**config.mk**
```make
export PLATFORM = sky130hd
export DESIGN_NAME = gate_array_pipe
export DESIGN_NICKNAME = d
export VERILOG_FILES = /design/src/rtl/gate_array_pkg.sv /design/src/rtl/gate_pipe_stage.sv /design/src/rtl/gate_array_pipe.sv
export SDC_FILE = /design/constraint.sdc
export NUM_CORES = 1
export LEC_CHECK = 0
export CAP_MARGIN = 20
export CORE_AREA = 2 2 74 76
export DETAILED_ROUTE_END_ITERATION = 6
export DIE_AREA = 0 0 76 78
export GPL_ROUTABILITY_DRIVEN = 0
export HOLD_SLACK_MARGIN = 0.06
export MAX_ROUTING_LAYER = met4
export PLACE_DENSITY_LB_ADDON = 0.1
export SLEW_MARGIN = 15
export SYNTH_ARGS = -nofsm -noshare
export SYNTH_HDL_FRONTEND = slang
export SYNTH_SLANG_ARGS = --single-unit
export TNS_END_PERCENT = 1
```
**constraint.sdc**
```tcl
create_clock -name clk -period 2.6 [get_ports clk]
set_input_delay 0.52 -clock clk [delete_from_list [all_inputs] [get_ports clk]]
set_output_delay 0.52 -clock clk [all_outputs]
set_load 0.02 [all_outputs]
```
**src/rtl/gate_array_pkg.sv**
```systemverilog
// Shared definitions for gate_array_pipe: op encoding and width constants.
package gate_array_pkg;
  localparam int OP_W  = 3;
  localparam int CNT_W = 16;

  typedef enum logic [OP_W-1:0] {
    OP_NAND = 3'd0,
    OP_NOR  = 3'd1,
    OP_AND  = 3'd2,
    OP_OR   = 3'd3,
    OP_XOR  = 3'd4,
    OP_XNOR = 3'd5,
    OP_NOTA = 3'd6,
    OP_PASS = 3'd7
  } gate_op_e;
endpackage

```
**src/rtl/gate_pipe_stage.sv**
```systemverilog
// One elastic register slot: loads when empty or when its contents leave this cycle.
module gate_pipe_stage #(
  parameter int W = 8
) (
  input  logic         clk,
  input  logic         rst,
  input  logic         in_valid,
  output logic         in_ready,
  input  logic [W-1:0] in_data,
  output logic         out_valid,
  input  logic         out_ready,
  output logic [W-1:0] out_data
);
  logic         valid_q, valid_d;
  logic [W-1:0] data_q, data_d;

  assign in_ready  = !valid_q || out_ready;
  assign out_valid = valid_q;
  assign out_data  = data_q;

  always_comb begin
    valid_d = valid_q;
    data_d  = data_q;
    if (in_ready) begin
      valid_d = in_valid;
      if (in_valid) data_d = in_data;
    end
  end

  always_ff @(posedge clk or posedge rst) begin
    if (rst) begin
      valid_q <= 1'b0;
      data_q  <= '0;
    end else begin
      valid_q <= valid_d;
      data_q  <= data_d;
    end
  end
endmodule

```
**src/rtl/gate_array_pipe.sv**
```systemverilog
// Two-stage elastic bitwise-gate pipeline: S1 holds operands, S2 holds the result.
// Optional transaction counter enabled by GATE_ARRAY_PIPE_STATS_EN.
module gate_array_pipe
  import gate_array_pkg::*;
#(
  parameter int WIDTH = 8
) (
  input  logic             clk,
  input  logic             rst,
  input  logic             in_valid,
  output logic             in_ready,
  input  logic [WIDTH-1:0] a,
  input  logic [WIDTH-1:0] b,
  input  logic [OP_W-1:0]  op,
  output logic             out_valid,
  input  logic             out_ready,
  output logic [WIDTH-1:0] c,
  output logic [OP_W-1:0]  out_op,
  output logic [CNT_W-1:0] txn_count
);
  localparam int P1 = 2*WIDTH + OP_W;
  localparam int P2 = WIDTH + OP_W;

  logic             s1_valid, s2_ready;
  logic [P1-1:0]    s1_data;
  logic [WIDTH-1:0] s1_a, s1_b, c_d;
  logic [OP_W-1:0]  s1_op;

  gate_pipe_stage #(.W(P1)) u_s1 (
    .clk      (clk),
    .rst      (rst),
    .in_valid (in_valid),
    .in_ready (in_ready),
    .in_data  ({a, b, op}),
    .out_valid(s1_valid),
    .out_ready(s2_ready),
    .out_data (s1_data)
  );

  assign {s1_a, s1_b, s1_op} = s1_data;

  always_comb begin
    c_d = '0;
    unique case (gate_op_e'(s1_op))
      OP_NAND: c_d = ~(s1_a & s1_b);
      OP_NOR:  c_d = ~(s1_a | s1_b);
      OP_AND:  c_d = s1_a & s1_b;
      OP_OR:   c_d = s1_a | s1_b;
      OP_XOR:  c_d = s1_a ^ s1_b;
      OP_XNOR: c_d = ~(s1_a ^ s1_b);
      OP_NOTA: c_d = ~s1_a;
      OP_PASS: c_d = s1_a;
      default: c_d = '0;
    endcase
  end

  gate_pipe_stage #(.W(P2)) u_s2 (
    .clk      (clk),
    .rst      (rst),
    .in_valid (s1_valid),
    .in_ready (s2_ready),
    .in_data  ({c_d, s1_op}),
    .out_valid(out_valid),
    .out_ready(out_ready),
    .out_data ({c, out_op})
  );

`ifdef GATE_ARRAY_PIPE_STATS_EN
  logic [CNT_W-1:0] cnt_q, cnt_d;

  // Saturates rather than wrapping so a long run never reads as a short one.
  always_comb begin
    cnt_d = cnt_q;
    if (out_valid && out_ready && cnt_q != '1) cnt_d = cnt_q + CNT_W'(1);
  end

  always_ff @(posedge clk or posedge rst) begin
    if (rst) cnt_q <= '0;
    else     cnt_q <= cnt_d;
  end

  assign txn_count = cnt_q;
`else
  assign txn_count = '0;
`endif
endmodule

```
==> metrics.md, run 1 <==
| Metric | Value |
|---|---|
| Seq/Total Area, Yosys | `35.4%` |
| Post-Syn Area per Cell | `10.1 µm²` |
| RSZ-0062 raised after global routing | `no` |
| Top_reg_cell synth | `dfrtp_1` |
| Crit path capture type | `primary output` |
| Setup_tns | `0 ns` |
| Synth unique cells | `31` |
| Fill cells | `476` |
| Share of cells above drive strength 1 | `roughly a fifth` |
| Area grow syn2layout | `18.1%` |
| DRC | `0` |
| CTS Hold Bufs | `0` |
| Final Util | `between 50% and 60%` |
| Routed wire per std cell | `12.3 µm` |
| CP Data Required Time | `roughly 2.1 ns` |
| Status | `finished, final reports clean` |
| Flop2flop setup slack | `0.91 ns` |
| Cell taking the most area after synthesis | `dfrtp_1` |
| Comb power frac | `41.2%` |
| Clock Skews | `0.00651 ns` |
| Nets | `slightly below 300` |
| Pre-antenna DRT Iters | `4` |
| Vias in the first global route | `about 1500` |
| # rows | `26` |
| Vias | `roughly 1600` |
| Post-CTS Setup Repair Bufs | `0` |
| CP max FO | `3` |
| Synthesized flop and latch total | `32` |
| GR Util All Layers | `about 15%` |
| H-Tree Depth | `2` |
| Internal Power | `between 1 and 1.5 mW` |
| Worst Path Arrival | `roughly 1.8 ns` |
| Storage cell area | `801 µm²` |
| Die height | `78 µm` |
| Die ar. | `slightly below 0.006 mm²` |
| Final Critical Period | `roughly 2.3 ns` |
| Max Freq | `roughly 440 MHz` |
| Area of the mapped netlist | `around 0.0023 mm²` |
| CTS tree | `done` |
| # diodes | `0` |
| Crit Path Category | `input port to primary output` |
| Clk network pwr share | `a little over a fifth` |
| Post-route ant nets | `0` |
| Maximum clock path buffer count | `2` |
| I/O pin total | `52` |
| DRT Wirelength | `approximately 4.0 mm` |
| Min-delay worst type | `register to register` |
| Final period utilization | `87.8%` |
| Sw power | `between 0.6 and 0.7 mW` |
| Inserted Clock Buffers | `5` |
| IO Port Bufs | `35` |
| Max-Cap Viols | `0` |
| Number of synthesized flops with an enable pin | `0` |
| Area occupied by multi-input gates | `approximately 0.0012 mm²` |
| Iter 0 DRT Violations | `54` |
| Clock sink total | `32` |
| Avg Vias per Cell | `4.87` |
| Core area | `just over 0.005 mm²` |
| Yosys top cell area share | `between 30% and 40%` |
| Pwr Density | `between 600 and 700 mW/mm²` |
| Switching share of total power | `a little over a third` |
| Initial antenna violation count | `0` |
| Worst-Skew Late Latency | `around 0.28 ns` |
| Largest net degree at the start of global routing | `33` |
| Leakage dissipation | `1.18 nW` |
| VDD IR-drop max | `around 0.32 mV` |
| DPL Wire Length | `between 2 and 3 mm` |
| Reg clk slew, reported paths | `roughly 0.070 ns` |
| Synth area leaders | `dfrtp_1 (35%), mux2_2 (9.5%), ha_1 (8.9%), buf_4 (6.0%), o41ai_2 (5.0%)` |
| Synth warn | `0` |
| First-pass GRT wire length | `approximately 7.0 mm` |
| Ys async rst share | `100%` |
| Slew Viols, Final | `0` |
| Grt ovf | `0` |
| Post_cts resized | `0` |
| Die Span X | `76 µm` |
| Clk root buf | `clkbuf_8` |
| Cell count after synthesis | `224` |
| Final Hold Vio Count | `0` |
| Setup violations, final | `0` |
| Startpoint Class | `input port` |
| Initial Util | `between 40% and 50%` |
| Sequential power share | `~37%` |
==> cell usage in the layout, fill, tap and decap left out, drive strengths merged, types with 7 or more instances in the layout <==
master	Yosys	routed
inv	25	25
o21ai	9	9
clkdlybuf4s50	0	35
mux2	21	21
ha	16	16
a21oi	15	15
a211oi	16	16
dfrtp	32	32
conb	1	16
nor3	8	8
o41ai	7	7
nand2	20	20
xnor2	8	8
nor2b	8	8
==> power groups by stage <==
stage / sequential (mW) / combinational (mW) / clock [mW]
finish: 0.683 / 0.755 / 0.394
global route: 0.700 / 0.826 / 0.430
CTS: 0.684 / 0.764 / 0.406
detailed placement: 0.695 / 0.761 / 0
global placement: 0.690 / 0.749 / 0
floorplan: 0.738 / 0.501 / 0
==> registers in the layout (all words and copies together), names as in the netlist <==
register	count
u_s1.out_data	19
u_s2.out_valid	1
u_s2.out_data	11
u_s1.out_valid	1
==> layout make-up <==
cell class | instances | share of cell area (%)
inverters | 25 | 3.61
clock inverters | 2 | 0.375
multi-input cells | 153 | 44.8
flip-flops and latches | 32 | 30.0
well taps | 70 | 3.28
repair buffers | 41 | 14.8
clock buffers | 6 | 3.09
==> Yosys cell counts, types with 2 or more instances <==
master / count
dfrtp_1: 32
inv_1: 24
mux2_2: 19
nand2_1: 19
buf_4: 18
ha_1: 16
a21oi_1: 15
a211oi_1: 9
nor2b_1: 8
o21ai_1: 8
xnor2_1: 8
a211oi_2: 7
nor3_1: 7
o41ai_2: 7
buf_2: 5
nand2b_1: 4
buf_6: 3
mux2_1: 2
==> routing by layer <==
layer	GRT usage [%]	vias up	part of all wire, %
li1	-	796	-
met5	-	-	0
met1	20.4	754	48
met4	4.36	0	0.99
met3	3.60	4	5.3
met2	22.3	47	45
==> final timing paths <==
check | cells past startpoint | end | startpoint
max in group asynchronous | 3 | u_s1.out_data[9]$_DFFE_PP0P_ | rst
worst min register to register | 2 | u_s2.out_data[5]$_DFFE_PP0P_ | u_s2.out_data[5]$_DFFE_PP0P_
worst max register to register | 4 | u_s2.out_data[8]$_DFFE_PP0P_ | u_s1.out_data[2]$_DFFE_PP0P_
worst min-delay path | 2 | u_s2.out_data[5]$_DFFE_PP0P_ | u_s2.out_data[5]$_DFFE_PP0P_
worst max-delay path | 3 | in_ready | out_ready
min in group asynchronous | 3 | u_s1.out_data[18]$_DFFE_PP0P_ | rst
==> stage by stage <==
| step | worst slack [ns] | hold WS (ns) | power [mW] | instances | cell area (µm²) |
|---|---|---|---|---|---|
| 4_1_cts | 0.306 | 0.489 | 1.85 | 329 | 2670 |
| 3_5_place_dp | 0.313 | 0.474 | 1.46 | 321 | 2580 |
| 3_3_place_gp | 0.317 | 0.465 | 1.44 | 321 | 2580 |
| 6_report | 0.317 | 0.481 | 1.83 | 329 | 2670 |
| 5_1_grt | 0.255 | 0.502 | 1.96 | 329 | 2670 |
| 2_1_floorplan | 0.893 | 0.457 | 1.24 | 239 | 2320 |
==> worst max-delay path: stages <==
cell	delay (ns)
clkdlybuf4s50_1	0.46
nand3b_1	0.16
clkdlybuf4s50_1	0.62
==> kinds of logic after synthesis <==
| group | share of synthesized area (%) |
|---|---|
| buffers and inverters | 14.1 |
| muxes | 10.5 |
| other | 0.166 |
| AOI/OAI and AO/OA | 17.9 |
| DFF | 35.4 |
| adders and majority gates | 8.85 |
| and+or+nand+nor | 9.96 |
| xor gates and xnor gates | 3.10 |
Power figures use the tool's default switching activity.
==> run 2, diff against run 1 <==
- DONT_BUFFER_PORTS: unset -> 1
- SLEW_MARGIN: 15 -> 20
==> run 2 against run 1 <==
Non-clock buffer count is 37 lower. Utilization shrank 6.9 points. Hold slack got worse by 0.28 ns. Total power down 3.1%. Register-to-register slack lost 0.27 ns. Critical path depth grew 2. Maximum frequency is 17% higher. Wire length rose by 8.8%. First-iteration DRC count up 78%. Sequential power rose by 13%. Design area shrank 13%. Clock skew up 0.0046 ns. Critical path type is now register to register. Highest routed layer unchanged.
==> metrics.md, run 2 (synthesis gave the netlist of run 1 again) <==
| Metric | Value |
|---|---|
| CTS tree | `done` |
| I/O pin total | `52 (unchanged)` |
| Vias in the first global route | `1585 (+6.4%)` |
| # diodes | `0 (unchanged)` |
| Most common cell after layout, fill and taps aside | `dfrtp_1` |
| Core area | `0.00504 mm² (unchanged)` |
| Final Critical Period | `1.96 ns (-0.325 ns)` |
| Post-DP Area | `0.00221 mm² (-14%)` |
| DRT Wirelength | `4.40 mm (+8.8%)` |
| Routed wire per std cell | `15.1 µm (+23%)` |
| Pwr Density | `766 mW/mm² (+12%)` |
| Cell area after layout | `0.00232 mm² (-13%)` |
| IO Port Bufs | `0 (-100%)` |
| CP startpoint | `u_s1.out_data[1]$_DFFE_PP0P_` |
| First-pass GRT wire length | `7.51 mm (+8.0%)` |
| Max Freq | `511 MHz (+17%)` |
| GR Util All Layers | `16.3% (+1.3 points)` |
| Post-CTS Setup Repair Bufs | `0 (unchanged)` |
| Clk root buf | `clkbuf_8` |
| Max FFs per register | `19 (unchanged)` |
| Worst r2r src | `u_s1.out_data[1]$_DFFE_PP0P_` |
| Startpoint Class | `register` |
| Area grow syn2layout | `2.60%` |
| Status | `finished, final reports clean` |
| Max-Cap Viols | `0 (unchanged)` |
| Leakage dissipation | `1.04 nW (-12%)` |
| Post_cts resized | `0 (unchanged)` |
| Setup_tns | `0 ns (unchanged)` |
| Power Total | `1.78 mW (-3.1%)` |
| Hold_ws | `0.201 ns (-0.280 ns)` |
| Clock Skews | `0.0111 ns (+0.00460 ns)` |
| Sequential power share | `43.5% (+6.2 points)` |
| DPL Wire Length | `3.28 mm (+11%)` |
| Post-route ant nets | `0 (unchanged)` |
| Worst relative slew slack | `60.4%` |
| Pre-antenna DRT Iters | `4 (unchanged)` |
| Final period utilization | `75.3% (-12 points)` |
| Internal Power | `1.11 mW (-4.8%)` |
| Die ar. | `0.00593 mm² (unchanged)` |
| Highest-count cells in the layout ignoring fill and taps | `dfrtp_1 (32), inv_1 (24), mux2_2 (19), nand2_1 (19)` |
| CP peak stage delay | `0.72 ns (+0.10 ns)` |
| Non-filler cells, final | `292 (-11%)` |
| DP Worst Slack | `0.674 ns (+0.361 ns)` |
| Worst-Skew Late Latency | `0.29 ns (about the same)` |
| Initial Util | `44.8% (unchanged)` |
| Fill cells | `481 (+1.1%)` |
| Nets | `260 (-12%)` |
| Initial antenna violation count | `0 (unchanged)` |
| # rows | `26 (unchanged)` |
| Share of cells above drive strength 1 | `21.2% (+1.9 points)` |
| Post-route setup slack | `0.642 ns (+0.325 ns)` |
| Setup violations, final | `0 (unchanged)` |
| Final Util | `46.0% (-6.9 points)` |
| VDD IR-drop max | `0.326 mV (+2.4%)` |
| CP max FO | `15 (+12)` |
| DRC | `0 (unchanged)` |
| Avg Vias per Cell | `5.25 (+7.8%)` |
| Maximum clock path buffer count | `2 (unchanged)` |
| Worst Tran Pin Value | `roughly 0.59 ns` |
| Crit path cell chain | `buf_4 > nor2b_1 > a211oi_1 > o41ai_2 > o21ai_1` |
| Worst Path Arrival | `2.10 ns (+0.34 ns)` |
| Switching share of total power | `37.4% (+1.1 points)` |
| Inserted Clock Buffers | `5 (unchanged)` |
| CP max-delay cell | `dfrtp_1` |
| Slew Viols, Final | `0 (unchanged)` |
| Largest net degree at the start of global routing | `33 (unchanged)` |
| Sw power | `0.664 mW (about the same)` |
| Final Hold Vio Count | `0 (unchanged)` |
| Reg clk slew, reported paths | `0.07 ns (about the same)` |
| Min-delay worst type | `input port to asynchronous set/reset pin` |
| Die height | `78 µm (unchanged)` |
| FF-to-FF path depth | `5 (+1)` |
| Clk network pwr share | `26.4% (+4.9 points)` |
| Comb power frac | `30.1% (-11 points)` |
| RSZ-0062 raised after global routing | `no` |
| Crit path capture type | `register` |
| Vias | `1532 (-4.3%)` |
| Crit Path Category | `register to register` |
| Clock sink total | `32 (unchanged)` |
| Die Span X | `76 µm (unchanged)` |
| Iter 0 DRT Violations | `96 (+78%)` |
| Placed instance count | `284 (-12%)` |
| H-Tree Depth | `2 (unchanged)` |
| CP Data Required Time | `2.74 ns (+0.66 ns)` |
| CTS Hold Bufs | `0 (unchanged)` |
| Grt ovf | `0 (unchanged)` |
-- run 2: cell types whose count changed in the layout (fill, tap and decap cells not counted), sizes merged --
| cell | previous run | this run |
|---|---|---|
| bufinv | 0 | 1 |
| clkdlybuf4s50 | 35 | 0 |
| buf | 6 | 4 |
| clkinv | 2 | 1 |
-- run 2: final timing paths --
path | end | slack, ns
hold / removal | u_s1.out_data[10]$_DFFE_PP0P_ | 0.20
setup reg to reg | u_s2.out_data[6]$_DFFE_PP0P_ | 0.64
hold reg to reg | u_s2.out_valid$_DFFE_PP0P_ | 0.49
min in group clk | u_s1.out_valid$_DFFE_PP0N_ | 0.34
setup / recovery | u_s2.out_data[6]$_DFFE_PP0P_ | 0.64
max in group asynchronous | u_s2.out_data[3]$_DFFE_PP0P_ | 2.10
-- run 2: cell type report --
cell class | count | area, µm² | share of cell area, %
Multi-Input combinational cell | 153 | 1200 | 51.6
Sequential cell | 32 | 801 | 34.5
Inverter | 25 | 96.3 | 4.15
Tap cell | 70 | 87.6 | 3.78
Clock buffer | 6 | 72.6 | 3.13
Clock inverter | 2 | 35.0 | 1.51
Timing Repair Buffer | 4 | 30.0 | 1.29
-- run 2: critical path, delay by kind of cell, from the launching register on --
| kind | cells | cell delay, ns |
|---|---|---|
| AND/OR/NAND/NOR | 1 | 0.18 |
| AO/OA/AOI/OAI | 3 | 0.60 |
| flip-flops | 1 | 0.72 |
| buffers and inverters | 1 | 0.31 |
-- run 2: power by group through the flow --
stage	combinational (mW)	sequential [mW]	clock, mW
4_1_cts	0.536	0.776	0.484
6_report	0.534	0.773	0.468
3_5_place_dp	0.534	0.786	0
3_3_place_gp	0.508	0.778	0
5_1_grt	0.601	0.791	0.511
2_1_floorplan	0.501	0.738	0
-- run 2: per-layer routing --
layer	share of wire [%]	up-vias	GRT usage (%)	wire, µm
met5	0	-	-	0
li1	-	721	-	-
met1	44	745	20.2	1940
met4	1.3	0	6.91	57
met3	6.5	5	3.72	286
met2	48	61	25.7	2120
==> run 3, diff against run 2 <==
- clock period: 2.6 -> 1.7 ns (I/O delays scaled with it)
==> run 3 against run 2 <==
Register-to-register slack worse by 0.51 ns. Maximum frequency increased by 25%. Largest power group unchanged. Critical path type unchanged. Highest routed layer unchanged. Critical endpoint is now u_s2.out_data[8]$_DFFE_PP0P_. Critical path depth stayed put. Sequential cell count unchanged.
==> metrics.md, run 3 (synthesis gave the netlist of run 1 again) <==
| Metric | Value |
|---|---|
| H-Tree Depth | `2 (unchanged)` |
| DP Worst Slack | `0.146 ns (-0.528 ns)` |
| Die Span X | `76 µm (unchanged)` |
| Post_cts resized | `0 (unchanged)` |
| Max-Cap Viols | `0 (unchanged)` |
| Pre-antenna DRT Iters | `4 (unchanged)` |
| Maximum clock path buffer count | `2 (unchanged)` |
| Area grow syn2layout | `6.42%` |
| GR Util All Layers | `16.8% (+0.54 points)` |
| Final Critical Period | `1.57 ns (-0.391 ns)` |
| Nets | `267 (+2.7%)` |
| Share of cells above drive strength 1 | `23.6% (+2.4 points)` |
| Clock sink total | `32 (unchanged)` |
| # rows | `26 (unchanged)` |
| DPL Wire Length | `3.35 mm (+2.0%)` |
| Hold_ws | `0.156 ns (-0.0451 ns)` |
| Vias in the first global route | `1607 (+1.4%)` |
| Crit Path Category | `register to register` |
| VDD IR-drop max | `0.442 mV (+36%)` |
| Worst Path Arrival | `1.73 ns (-0.37 ns)` |
| Clk root buf | `clkbuf_8` |
| Iter 0 DRT Violations | `51 (-47%)` |
| Setup violations, final | `0 (unchanged)` |
| CTS tree | `done` |
| Slew Viols, Final | `0 (unchanged)` |
| # diodes | `0 (unchanged)` |
| Status | `finished, final reports clean` |
| Highest-count cells in the layout ignoring fill and taps | `dfrtp_1 (32), inv_1 (24), mux2_2 (19), nand2_1 (19)` |
| Post-route setup slack | `0.133 ns (-0.509 ns)` |
| Crit path capture type | `register` |
| Die height | `78 µm (unchanged)` |
| DRC | `0 (unchanged)` |
| IO Port Bufs | `0 (unchanged)` |
| Routed wire per std cell | `15.4 µm (+2.2%)` |
| Avg Vias per Cell | `5.24 (-0.11%)` |
| DRT Wirelength | `4.61 mm (+4.6%)` |
| Setup_tns | `0 ns (unchanged)` |
| Most common cell after layout, fill and taps aside | `dfrtp_1` |
| Core area | `0.00504 mm² (unchanged)` |
| Initial Util | `44.8% (unchanged)` |
| CP max FO | `17 (+2)` |
| Startpoint Class | `register` |
| Worst-Skew Late Latency | `0.29 ns (about the same)` |
| Die ar. | `0.00593 mm² (unchanged)` |
| CP Data Required Time | `1.86 ns (-0.88 ns)` |
| Largest net degree at the start of global routing | `33 (unchanged)` |
| Vias | `1567 (+2.3%)` |
| Inserted Clock Buffers | `5 (unchanged)` |
| Max Freq | `638 MHz (+25%)` |
| Pwr Density | `1180 mW/mm² (+54%)` |
| Post-CTS Setup Repair Bufs | `0 (unchanged)` |
| RSZ-0062 raised after global routing | `no` |
| Initial antenna violation count | `0 (unchanged)` |
| Post-route ant nets | `0 (unchanged)` |
| Final period utilization | `92.2% (+17 points)` |
| Leakage dissipation | `1.09 nW (+4.5%)` |
| First-pass GRT wire length | `7.65 mm (+1.8%)` |
| Reg clk slew, reported paths | `0.07 ns (about the same)` |
| Clock Skews | `0.00986 ns (-0.00125 ns)` |
| Max FFs per register | `19 (unchanged)` |
| Grt ovf | `0 (unchanged)` |
| I/O pin total | `52 (unchanged)` |
| Final Hold Vio Count | `0 (unchanged)` |
| Min-delay worst type | `input port to register` |
| Power Total | `2.84 mW (+60%)` |
## run 3: report_power, final
| part | switching [mW] | internal, mW | total (mW) |
|---|---|---|---|
| sequential | 0.246 | 0.915 | 1.16 |
| combinational | 0.495 | 0.380 | 0.875 |
| clock | 0.287 | 0.517 | 0.804 |
| total | 1.03 | 1.81 | 2.84 |
## run 3: layout make-up
class,instances,area (µm²)
Clock buffer,7,96.3
Clock inverter,1,30.0
Fill cell,493,2640
Inverter,25,96.3
Multi-Input combinational cell,153,1200
Sequential cell,32,801
Tap cell,70,87.6
Timing Repair Buffer,11,97.6
## run 3: path summary, 6_finish.rpt
| kind | end | cells after the start | from | slack (ns) |
|---|---|---|---|---|
| min | u_s1.out_valid$_DFFE_PP0N_ | 1 | in_valid | 0.16 |
| min reg2reg | u_s2.out_valid$_DFFE_PP0P_ | 1 | u_s1.out_valid$_DFFE_PP0N_ | 0.49 |
| max in group asynchronous | u_s2.out_data[8]$_DFFE_PP0P_ | 3 | rst | 0.82 |
| min in group asynchronous | u_s2.out_data[5]$_DFFE_PP0P_ | 3 | rst | 0.58 |
| max | u_s2.out_data[8]$_DFFE_PP0P_ | 5 | u_s1.out_data[1]$_DFFE_PP0P_ | 0.13 |
| max reg2reg | u_s2.out_data[8]$_DFFE_PP0P_ | 5 | u_s1.out_data[1]$_DFFE_PP0P_ | 0.13 |
## run 3: per-stage QoR
step           util (%)  area [µm²]  cells
2_1_floorplan         -        2320    239
3_3_place_gp       45.0        2270    290
3_5_place_dp       45.0        2270    290
4_1_cts            47.7        2410    299
5_1_grt            47.7        2410    299
6_report           47.7        2410    299
## run 3: metal layers
metal,routed length (µm),track usage (%),vias up
met4,58,4.91,0
met2,2270,27.8,49
met3,218,4.30,6
met1,2060,20.5,776
li1,-,-,736
met5,0,-,-
## run 3: what timing repair did
item / 4_1_cts / 5_1_grt
hold endpoints to repair: 32 / 0
hold buffers: 1 / 0
setup endpoints to repair: 0 / 0
## run 3: worst max-delay path, cell delays in order (launching register included)
cell	delay [ns]
dfrtp_1	0.40
buf_4	0.21
inv_4	0.18
a211oi_1	0.12
o41ai_2	0.42
o21ai_1	0.09
